**src/rtl/uart_baud_ctrl.sv**
```systemverilog
// Baud divisor owner and 16x/1x tick generator with idle-gated divisor updates.
// Optional macro UART_BAUD_TIMEOUT_EN forces a pending update after TIMEOUT_TICKS tick16 pulses.
module uart_baud_ctrl #(
  parameter int WIDTH         = 16,
  parameter int DEFAULT_DIV   = 26,
  parameter int MIN_DIV       = 1,
  parameter int TIMEOUT_TICKS = 64
) (
  input  logic             clk,
  input  logic             rst,
  input  logic             enable,
  input  logic             cfg_valid,
  input  logic [WIDTH-1:0] cfg_div,
  output logic             cfg_ready,
  input  logic             tx_busy,
  input  logic             rx_busy,
  output logic             tick16,
  output logic             tick1,
  output logic [WIDTH-1:0] div_active,
  output logic             pending,
  output logic             cfg_forced
);

  typedef enum logic [1:0] {RUN, PENDING, APPLY} state_t;

  localparam logic [WIDTH-1:0] MIN_V = WIDTH'(MIN_DIV);
  localparam logic [WIDTH-1:0] DEF_V = WIDTH'(DEFAULT_DIV);
  localparam logic [WIDTH-1:0] ONE_V = WIDTH'(1);

  state_t           state_reg, state_next;
  logic [WIDTH-1:0] count_reg;
  logic [WIDTH-1:0] div_active_reg;
  logic [WIDTH-1:0] div_pending_reg;
  logic [3:0]       sub_reg;
  logic             tick16_reg;
  logic             tick1_reg;
  logic             idle;
  logic             force_apply;

  assign idle = !tx_busy && !rx_busy;

`ifdef UART_BAUD_TIMEOUT_EN
  logic [15:0] wait_reg;
  logic        forced_reg;
  logic        cfg_forced_reg;

  // Idle takes priority: force only while some engine is still busy.
  assign force_apply = (state_reg == PENDING) && !idle &&
                       (wait_reg == 16'(TIMEOUT_TICKS));

  always_ff @(posedge clk or negedge rst) begin
    if (!rst) begin
      wait_reg       <= '0;
      forced_reg     <= 1'b0;
      cfg_forced_reg <= 1'b0;
    end else begin
      if (state_reg != PENDING)
        wait_reg <= '0;
      else if (tick16_reg)
        wait_reg <= wait_reg + 16'd1;
      forced_reg     <= force_apply;
      cfg_forced_reg <= (state_reg == APPLY) && forced_reg;
    end
  end

  assign cfg_forced = cfg_forced_reg;
`else
  assign force_apply = 1'b0;
  assign cfg_forced  = 1'b0;
`endif

  always_ff @(posedge clk or negedge rst) begin
    if (!rst)
      state_reg <= RUN;
    else
      state_reg <= state_next;
  end

  always_comb begin
    state_next = state_reg;
    case (state_reg)
      RUN:     if (cfg_valid) state_next = PENDING;
      PENDING: if (idle || force_apply) state_next = APPLY;
      APPLY:   state_next = RUN;
      default: state_next = RUN;
    endcase
  end

  always_comb begin
    cfg_ready  = (state_reg == RUN);
    pending    = (state_reg != RUN);
    tick16     = tick16_reg;
    tick1      = tick1_reg;
    div_active = div_active_reg;
  end

  always_ff @(posedge clk or negedge rst) begin
    if (!rst) begin
      count_reg       <= '0;
      sub_reg         <= 4'd0;
      tick16_reg      <= 1'b0;
      tick1_reg       <= 1'b0;
      div_active_reg  <= DEF_V;
      div_pending_reg <= DEF_V;
    end else begin
      if (state_reg == RUN && cfg_valid)
        div_pending_reg <= (cfg_div < MIN_V) ? MIN_V : cfg_div;

      // APPLY also restarts phase, so an unchanged divisor acts as a realign.
      if (state_reg == APPLY) begin
        div_active_reg <= div_pending_reg;
        count_reg      <= '0;
        sub_reg        <= 4'd0;
        tick16_reg     <= 1'b0;
        tick1_reg      <= 1'b0;
      end else if (enable) begin
        if (count_reg == div_active_reg) begin
          count_reg  <= '0;
          tick16_reg <= 1'b1;
          tick1_reg  <= (sub_reg == 4'hf);
          sub_reg    <= sub_reg + 4'd1;
        end else begin
          count_reg  <= count_reg + ONE_V;
          tick16_reg <= 1'b0;
          tick1_reg  <= 1'b0;
        end
      end else begin
        tick16_reg <= 1'b0;
        tick1_reg  <= 1'b0;
      end
    end
  end

endmodule

```
**config.mk**
```make
export PLATFORM = sky130hd
export DESIGN_NAME = uart_baud_ctrl
export DESIGN_NICKNAME = d
export VERILOG_FILES = /design/src/rtl/uart_baud_ctrl.sv
export SDC_FILE = /design/constraint.sdc
export NUM_CORES = 1
export LEC_CHECK = 0
export CAP_MARGIN = 30
export CORE_MARGIN = 4
export CORE_UTILIZATION = 36
export DETAILED_ROUTE_END_ITERATION = 8
export PLACE_DENSITY = 0.57
export SLEW_MARGIN = 20
export SYNTH_ARGS = -nofsm -noshare
export SYNTH_HDL_FRONTEND = slang
export SYNTH_SLANG_ARGS = --single-unit
```
**constraint.sdc**
```tcl
create_clock -name clk -period 3.7 [get_ports clk]
set_input_delay 0.925 -clock clk [delete_from_list [all_inputs] [get_ports clk]]
set_output_delay 0.925 -clock clk [all_outputs]
set_load 0.01 [all_outputs]
```
### Yosys cells after proc, flatten, opt, wreduce, memory -nomap -nowiden

Index checks and enable logic that the tools add are counted.

| word-level totals | value |
|---|---|
| memory bits (writable) | 0 |
| input bits | 22 |
| output and inout port bits | 21 |
| ROM bits | 0 |
| memories kept | 0 |
| bits in latches | 0 |
| logic and storage cells | 42 |
| bits in registers | 56 |

| operators by class | value |
|---|---|
| eq/ne operators | 6 |
| divide/modulo/power cells | 0 |
| magnitude comparators | 1 |
| $add $sub $neg | 2 |
| multiplexer cells | 16 |
| reduce and logical (&&, ||, !) cells | 10 |
| shift operators | 0 |
| multipliers | 0 |
| bitwise logic cells | 0 |

Operators by type and width:

| operator | count |
|---|---|
| $mux W16 | 4 |
| $add A16 B1 Y16 const B | 1 |
| $eq A16 B16 Y1 | 1 |
| $lt A16 B1 Y1 const B | 1 |
| $mux W4 | 3 |
| $mux W1 | 6 |
| $reduce_bool A2 Y1 | 3 |
| $add A4 B1 Y4 const B | 1 |
| $eq A4 B4 Y1 const B | 1 |
| $mux W2 | 2 |
| $ne A2 B2 Y1 const B | 2 |
| $pmux W2 S2 | 1 |
| $reduce_and A2 Y1 | 2 |
| $eq A2 B1 Y1 const B | 1 |
| $eq A2 B2 Y1 const B | 1 |
| $logic_and A1 B1 Y1 | 2 |
| $logic_not A1 Y1 | 2 |
| $logic_not A2 Y1 | 1 |

### Depth between registers and ports, before layout

Gate-level depths: netlist of the first run.

| depth | value |
|---|---|
| depth after elaboration | 4 |
| depth in mapped cells | 7 |
| mapped depth without buffers | 6 |

### Least setup slack after synthesis of the first run

No wires, ideal clock.

| timing path | value |
|---|---|
| kind | input to register |
| start | input cfg_valid |
| end | register div_pending_reg[10] |
| path slack | 1832 ps |
| library setup time | 125 ps |
| cell stages on the path | 4 |
| path buffers | 2 |
| data required time | 3575 ps |
| arrival time | 1743 ps |
| cells stage by stage | and2_1 > buf_2 > buf_2 > mux2_2 |

| between the ends | value |
|---|---|
| longest elaborated chain between the ends | 1 |

RTL lines:

| element | RTL line | source |
|---|---|---|
| start, declared | 12 | `input logic cfg_valid,` |
| $logic_and A1 B1 Y1 | 106 | `if (state_reg == RUN && cfg_valid)` |
| end signal, assigned | 107 | `div_pending_reg <= (cfg_div < MIN_V) ? MIN_V : cfg_div;` |
| end, declared | 33 | `logic [WIDTH-1:0] div_pending_reg;` |

Every way passes these cells.
A chain may end at the register's enable or synchronous reset.

### Final worst setup path of the first run

| timing path | value |
|---|---|
| start | register state_reg[0] |
| end | output cfg_ready |

| between the ends | value |
|---|---|
| longest elaborated chain between the ends | 1 |

RTL lines:

| element | RTL line | source |
|---|---|---|
| start, declared | 30 | `state_t state_reg, state_next;` |
| start signal, assigned | 76 | `state_reg <= state_next;` |
| $logic_not A2 Y1 | 90 | `cfg_ready = (state_reg == RUN);` |
| end, declared | 14 | `output logic cfg_ready,` |

Every way passes these cells.

==> results of run 1 <==
cells in the mapped netlist, types with 2 or more instances:
| cell | number | area share, % |
|---|---|---|
| xnor2_1 | 3 | 1.0 |
| ha_1 | 2 | 0.96 |
| nor3_1 | 3 | 0.58 |
| nand3_1 | 12 | 2.3 |
| a21oi_1 | 6 | 1.2 |
| or4_1 | 3 | 0.87 |
| xor2_1 | 24 | 8.1 |
| clkbuf_1 | 9 | 1.3 |
| o21ai_0 | 3 | 0.58 |
| nand2_1 | 62 | 9.0 |
| and4_1 | 2 | 0.67 |
| or2_2 | 2 | 0.48 |
| dfstp_2 | 6 | 6.1 |
| buf_2 | 3 | 0.58 |
| dfrtp_1 | 50 | 48 |
| o2111ai_1 | 3 | 1.0 |
| or3_1 | 2 | 0.48 |
| nand4_1 | 5 | 1.2 |
| o211ai_1 | 2 | 0.58 |
| nor4_1 | 10 | 2.4 |
| nor2_1 | 18 | 2.6 |
| mux2_2 | 15 | 6.5 |
| inv_1 | 3 | 0.43 |
worst paths after layout:
| path | start | endpoint | slack, ps |
|---|---|---|---|
| worst max-delay path | state_reg[0] | cfg_ready | 1120 |
| worst min-delay path | div_pending_reg[1] | div_active[1] | 460 |
| worst max register to register | div_active[1] | sub_reg[3] | 1250 |
| worst min register to register | div_pending_reg[1] | div_active[1] | 460 |
| max in group asynchronous | rst | div_active[4] | 2230 |
| min in group asynchronous | rst | sub_reg[0] | 590 |
power groups by stage:
stage          Combinational, mW  Clock (mW)  Sequential [mW]
6_report                   0.586       0.356            0.998
3_3_place_gp               0.586           0             1.01
5_1_grt                    0.653       0.393             1.03
4_1_cts                    0.598       0.368             1.00
3_5_place_dp               0.597           0             1.01
2_1_floorplan              0.282           0            0.996
per-stage QoR:
stage	total power, mW	util (%)	cells	setup slack (ps)	hold slack, ps
global placement	1.597	44.82	387	1045	441.5
CTS	1.968	46.21	395	1109	458.9
detailed placement	1.610	44.82	387	1029	442.7
global route	2.073	46.21	395	1029	496.5
finish	1.941	46.21	395	1123	456.2
floorplan	1.278	-	259	1832	432.9
worst reg2reg max path: stages (launching register included):
cell and delay, ps:
dfstp_2 590, xor2_1 80, nor4_1 280, nand4_1 600, or4_1 700, a21oi_1 150
cell usage in the layout, fill, tap and decap left out, types with 4 or more instances in the layout:
cell	Yosys	final
nor4_1	10	10
xor2_1	24	24
dfstp_2	6	6
clkdlybuf4s50_1	0	40
dfrtp_1	50	50
nand3_1	12	12
nor2_1	18	18
a21oi_1	6	6
nand4_1	5	5
buf_4	1	4
mux2_2	15	15
nand2_1	62	62
clkbuf_8	0	6
final cells by class:
| cell class | instances | area, um^2 |
|---|---|---|
| Timing Repair Buffer | 45 | 435.4 |
| Fill cell | 679 | 3715 |
| Clock buffer | 6 | 82.58 |
| Inverter | 3 | 11.26 |
| Tap cell | 96 | 120.1 |
| Clock inverter | 2 | 13.76 |
| Sequential cell | 56 | 1409 |
| Multi-Input combinational cell | 187 | 1120 |
logic make-up (layout without fill, tap and decap cells):
kind of cell	count (synthesis)	in the layout	share of synthesized area, %
buffers and inverters	16	56	2.602
other	1	1	0.1444
adder cells (fa/ha/maj)	2	2	0.9637
AND/OR/NAND/NOR	125	125	22.17
multiplexers	15	15	6.506
XOR/XNOR	27	27	9.109
flip-flops	56	56	54.27
AO/OA/AOI/OAI	17	17	4.241
per-layer routing:
layer  part of all wire [%]  global-route usage [%]  vias to the layer above
li1                       -                       -                      956
met1                     48                   19.51                      917
met2                     47                   22.50                       47
met3                    3.8                   2.681                        6
met4                    1.1                   3.175                        0
met5                      0                       0                        -
==> impl_metrics.py, run 1 <==
metrics = {
    "timing": {
        "tightest_slew_ps": 723.7,
        "finalHoldViolations": 0,
        "tns_ps": 0,
        "period_share_pct": 69.65,
        "period_needed_ps": 2577,
        "slew_viol_final": 0,
        "rsz0062_at_grt": "false",
        "setup_viol": 0,
        "slew_headroom_pct": 51.75,
        "fin_skew_ps": 17.80,
        "fmax_mhz": 388.0,
    },
    "synth": {
        "ys_types": 34,
        "yosysSeqAreaShare_pct": 54.27,
        "synth-edff-count": 0,
        "yosys_warnings": 0,
        "syn_nets": 283,
        "synth_seq_cells": 56,
        "synthCells": 259,
        "synth_area_per_cell_um2": 10.02,
        "ys.flop_type": "dfrtp_1",
        "synthesis.area_um2": 2596,
        "ys_async_sr_fraction_pct": 100.0,
    },
    "worst_setup_path": {
        "cp.depth": 3,
        "cp-start-kind": "register",
        "crit_path_end_kind": "output port",
        "path_buf_inv": 2,
        "path_cells": "or2_2 -> inv_1 -> clkdlybuf4s50_1",
        "path_delay_family": "buffers and inverters",
        "r2r_cells": 5,
        "worstSetupPathType": "reg -> out",
        "slowest_delay_ps": 530,
        "arrival_ps": 1650,
        "cp_slowest_cell": "clkdlybuf4s50_1",
        "cp_max_fo": 6,
        "critPathRequiredTime_ps": 2770,
    },
    "detailed_routing": {
        "drtIter0Drc": 116,
        "dr.pass1.iters": 4,
        "detail_route.wl_per_cell_um": 14.78,
        "vias": 1926,
        "drc": 0,
        "drt_wl_total_um": 5840,
        "drtAntennaViolNets": 0,
        "vias_per_cell": 4.876,
    },
    "job": {
        "cap_violations": 0,
    },
    "run_status": {
        "status": "complete, no violations",
    },
    "cells_and_area": {
        "syn2layout_area_growth_pct": 22.94,
        "final_nets": 322,
        "stdcell_area_um2": 3192,
        "drive_gt1_share_pct": 12.04,
        "n_antenna_cell": 0,
    },
    "global_routing": {
        "globalRouteTotalUtil_pct": 13.98,
        "grt_pass1_wl_um": 9818,
        "grt_overflow": 0,
        "grt_antenna_before_repair": 0,
        "grt_start_max_net_pins": 32,
        "grt_pass1_vias": 2013,
    },
    "place": {
        "dp.final_hpwl_um": 4193,
        "dpl_cell_area_um2": 3095,
        "routabilityCongestion": 0.7777,
        "io_buffers": 41,
    },
    "power": {
        "power_switching_uw": 634.9,
        "p_leak_nw": 1.412,
        "pwr-share-clk_pct": 18.3,
        "comb_power_share_pct": 30.2,
        "ir_worst_vdd_v": 0.0002104,
        "sw_frac_of_total_pct": 32.72,
        "power.density_nw_per_um2": 608.0,
        "p_int_mw": 1.306,
        "seqPwrFrac_pct": 51.4,
    },
    "floorplanning": {
        "die_h_um": 92.92,
        "start_util_pct": 37.59,
        "rows": 30,
        "core_um2": 6907,
        "die_w_um": 92.92,
        "die_area_um2": 8634,
        "io_pins": 43,
    },
    "clock_network": {
        "cts_num_sinks": 56,
        "clk_pin_slew_ps": 100,
        "insertion_delay_ps": 320,
        "cts_root_buf": "clkbuf_8",
        "cts_hold_buffers": 0,
        "cts-buffers-inserted": 5,
        "cts_setup_buffers": 0,
        "htreeDepth": 2,
        "cts_tree": "yes",
        "cts.repair.resized": 0,
        "ctsLongestPathBuffers": 2,
    },
    "worst_hold_path": {
        "whs_path_depth": 2,
        "hold_path.class": "reg -> reg",
    },
}
(Power assumes the default switching activity.)
==> inputs of run 2 (changes only) <==
==> constraint.sdc (replaced) <==
create_clock -name clk -period 2.4 [get_ports clk]
set_input_delay 0.6 -clock clk [delete_from_list [all_inputs] [get_ports clk]]
set_output_delay 0.6 -clock clk [all_outputs]
set_load 0.01 [all_outputs]
==> run 2 against run 1 <==
  * Count of clock-buffer cells in the layout fell by 1
  * Power rose by 54%
  * Non-clock buffer count increased by 5
  * Register-to-register slack lost 830 ps
  * Via count is 1.2% higher
  * Clock power up 53%
  * Die area unchanged
  * Setup slack got worse by 990 ps
  * Combinational power grew 58%
  * Sequential cell count unchanged
  * Cell area is 1.6% higher
  * Sequential share of layout area shrank 0.68 points
  * Largest cell class unchanged
  * Largest power group unchanged
==> impl_metrics.py, run 2 (synthesized netlist as in run 1, its figures left out) <==
metrics = {
    "floorplanning": {
        "rows": 30,
        "die_h_um": 92.92,
        "die_w_um": 92.92,
        "io_pins": 43,
        "core_um2": 6907,
        "start_util_pct": 37.59,
        "die_area_um2": 8634,
    },
    "detailed_routing": {
        "vias": 1950,
        "drtIter0Drc": 92,
        "drc": 0,
        "drtAntennaViolNets": 0,
        "drt_wl_total_um": 5704,
        "detail_route.wl_per_cell_um": 14.26,
        "vias_per_cell": 4.875,
        "dr.pass1.iters": 4,
    },
    "worst_setup_path": {
        "cp-start-kind": "register",
        "path_buf_inv": 2,
        "worstReg2RegEnd": "sub_reg[3]",
        "arrival_ps": 1660,
        "slowest_delay_ps": 530,
        "critPathRequiredTime_ps": 1800,
        "rr_startpoint": "div_active[1]",
        "crit_path_end_kind": "output port",
        "cp_slowest_cell": "clkdlybuf4s50_1",
        "cp_max_fo": 6,
        "r2r_cells": 6,
        "path_delay_family": "buffers and inverters",
        "r2r_slack_ps": 420,
        "path_cells": "or2_2 -> inv_1 -> clkdlybuf4s50_1",
        "worstSetupPathType": "reg -> out",
    },
    "cells_and_area": {
        "fillers": 677,
        "final_nets": 327,
        "multi_input_area_um2": 1120,
        "syn2layout_area_growth_pct": 24.87,
        "mostFrequentLayoutCells": "62 x nand2_1, 50 x dfrtp_1, 40 x clkdlybuf4s50_1",
        "mostFrequentLayoutCell": "nand2_1",
        "drive_gt1_share_pct": 13.49,
        "n_antenna_cell": 0,
        "regArea_um2": 1409,
    },
    "timing": {
        "setup_viol": 0,
        "period_needed_ps": 2264,
        "tightest_slew_ps": 557.2,
        "slew_viol_final": 0,
        "period_share_pct": 94.33,
        "slew_headroom_pct": 62.85,
        "tns_ps": 0,
        "fin_skew_ps": 10.28,
        "hold_ws_ps": 260.1,
        "rsz0062_at_grt": "false",
        "fmax_mhz": 441.7,
        "finalHoldViolations": 0,
        "fin_ws_ps": 136.2,
    },
    "power": {
        "p_leak_nw": 1.434,
        "sw_frac_of_total_pct": 33.23,
        "comb_power_share_pct": 30.9,
        "p_int_mw": 2.001,
        "ir_worst_vdd_v": 0.0004555,
        "pwr-share-clk_pct": 18.1,
        "power_switching_uw": 995.9,
        "seqPwrFrac_pct": 51.0,
        "fin_total_pwr_mw": 2.997,
        "power.density_nw_per_um2": 924.4,
    },
    "clock_network": {
        "cts.repair.resized": 0,
        "cts_setup_buffers": 0,
        "cts_hold_buffers": 0,
        "cts_num_sinks": 56,
        "clk_pin_slew_ps": 110,
        "cts_tree": "yes",
        "cts_root_buf": "clkbuf_8",
        "insertion_delay_ps": 310,
        "htreeDepth": 2,
        "ctsLongestPathBuffers": 2,
        "cts-buffers-inserted": 5,
    },
    "global_routing": {
        "grt_overflow": 0,
        "grt_antenna_before_repair": 0,
        "globalRouteTotalUtil_pct": 13.95,
        "grt_start_max_net_pins": 34,
        "grt_pass1_wl_um": 9611,
        "grt_pass1_vias": 1957,
    },
    "worst_hold_path": {
        "hold_path.class": "in -> async",
    },
    "place": {
        "routabilityCongestion": 0.8243,
        "pre_cts_slack_ps": 264.8,
        "io_buffers": 41,
        "dp.final_hpwl_um": 4267,
    },
    "run_status": {
        "status": "complete, no violations",
    },
    "job": {
        "cap_violations": 0,
    },
}
run 2: power by group through the flow:
| stage | combinational (mW) | sequential [mW] | clock (mW) |
|---|---|---|---|
| 6_report | 0.925 | 1.53 | 0.543 |
| 2_1_floorplan | 0.434 | 1.54 | 0 |
| 4_1_cts | 0.944 | 1.54 | 0.562 |
| 3_5_place_dp | 0.938 | 1.55 | 0 |
| 5_1_grt | 1.02 | 1.58 | 0.607 |
| 3_3_place_gp | 0.922 | 1.55 | 0 |
run 2: metal layers:
metal	vias to the layer above	wire, um	GRT usage, %
met2	35	2746	23.40
met1	944	2689	18.55
met5	-	0	0
met3	6	209	2.681
li1	965	-	-
met4	0	58	3.419
run 2: stage by stage:
stage	util, %	cells	cell area [um^2]
3_3_place_gp	45.54	392	3146
6_report	46.94	400	3242
5_1_grt	46.94	400	3242
4_1_cts	46.94	400	3242
2_1_floorplan	-	259	2596
3_5_place_dp	45.54	392	3146
run 2: worst register-to-register path: stages, from the launching register on:
cell and delay, ps:
dfstp_2 590, xor2_1 80, nor4_1 300, nand4_1 120, buf_4 210, or4_1 470
a21oi_1 150
run 2: area by class of cell:
class | count | share of cell area, %
multi-input combinational | 187 | 34.54
inverter | 3 | 0.3474
clock buffer | 5 | 2.123
sequential | 56 | 43.46
tap | 96 | 3.705
timing repair buffer | 50 | 14.97
clock inverter | 3 | 0.8491
run 2: worst max-delay path by stage:
stage,from,end,slack [ps],cells past startpoint
final,state_reg[0],cfg_ready,140,3
after global routing,state_reg[0],cfg_ready,60,3
after CTS,state_reg[0],cfg_ready,110,3
after detailed placement,enable,count_reg[11],260,6
after global placement,enable,count_reg[11],270,6
after floorplan,state_reg[0],div_pending_reg[10],580,6
==> inputs of run 3 (changes only) <==
--- a/config.mk
+++ b/config.mk
@@ -9,6 +9,7 @@
 export CORE_MARGIN = 4
 export CORE_UTILIZATION = 36
 export DETAILED_ROUTE_END_ITERATION = 8
+export HOLD_SLACK_MARGIN = 0.03
 export PLACE_DENSITY = 0.57
 export SLEW_MARGIN = 20
 export SYNTH_ARGS = -nofsm -noshare
==> results of run 3 <==
The final DEF is identical to that of run 2; final timing and power are the same.
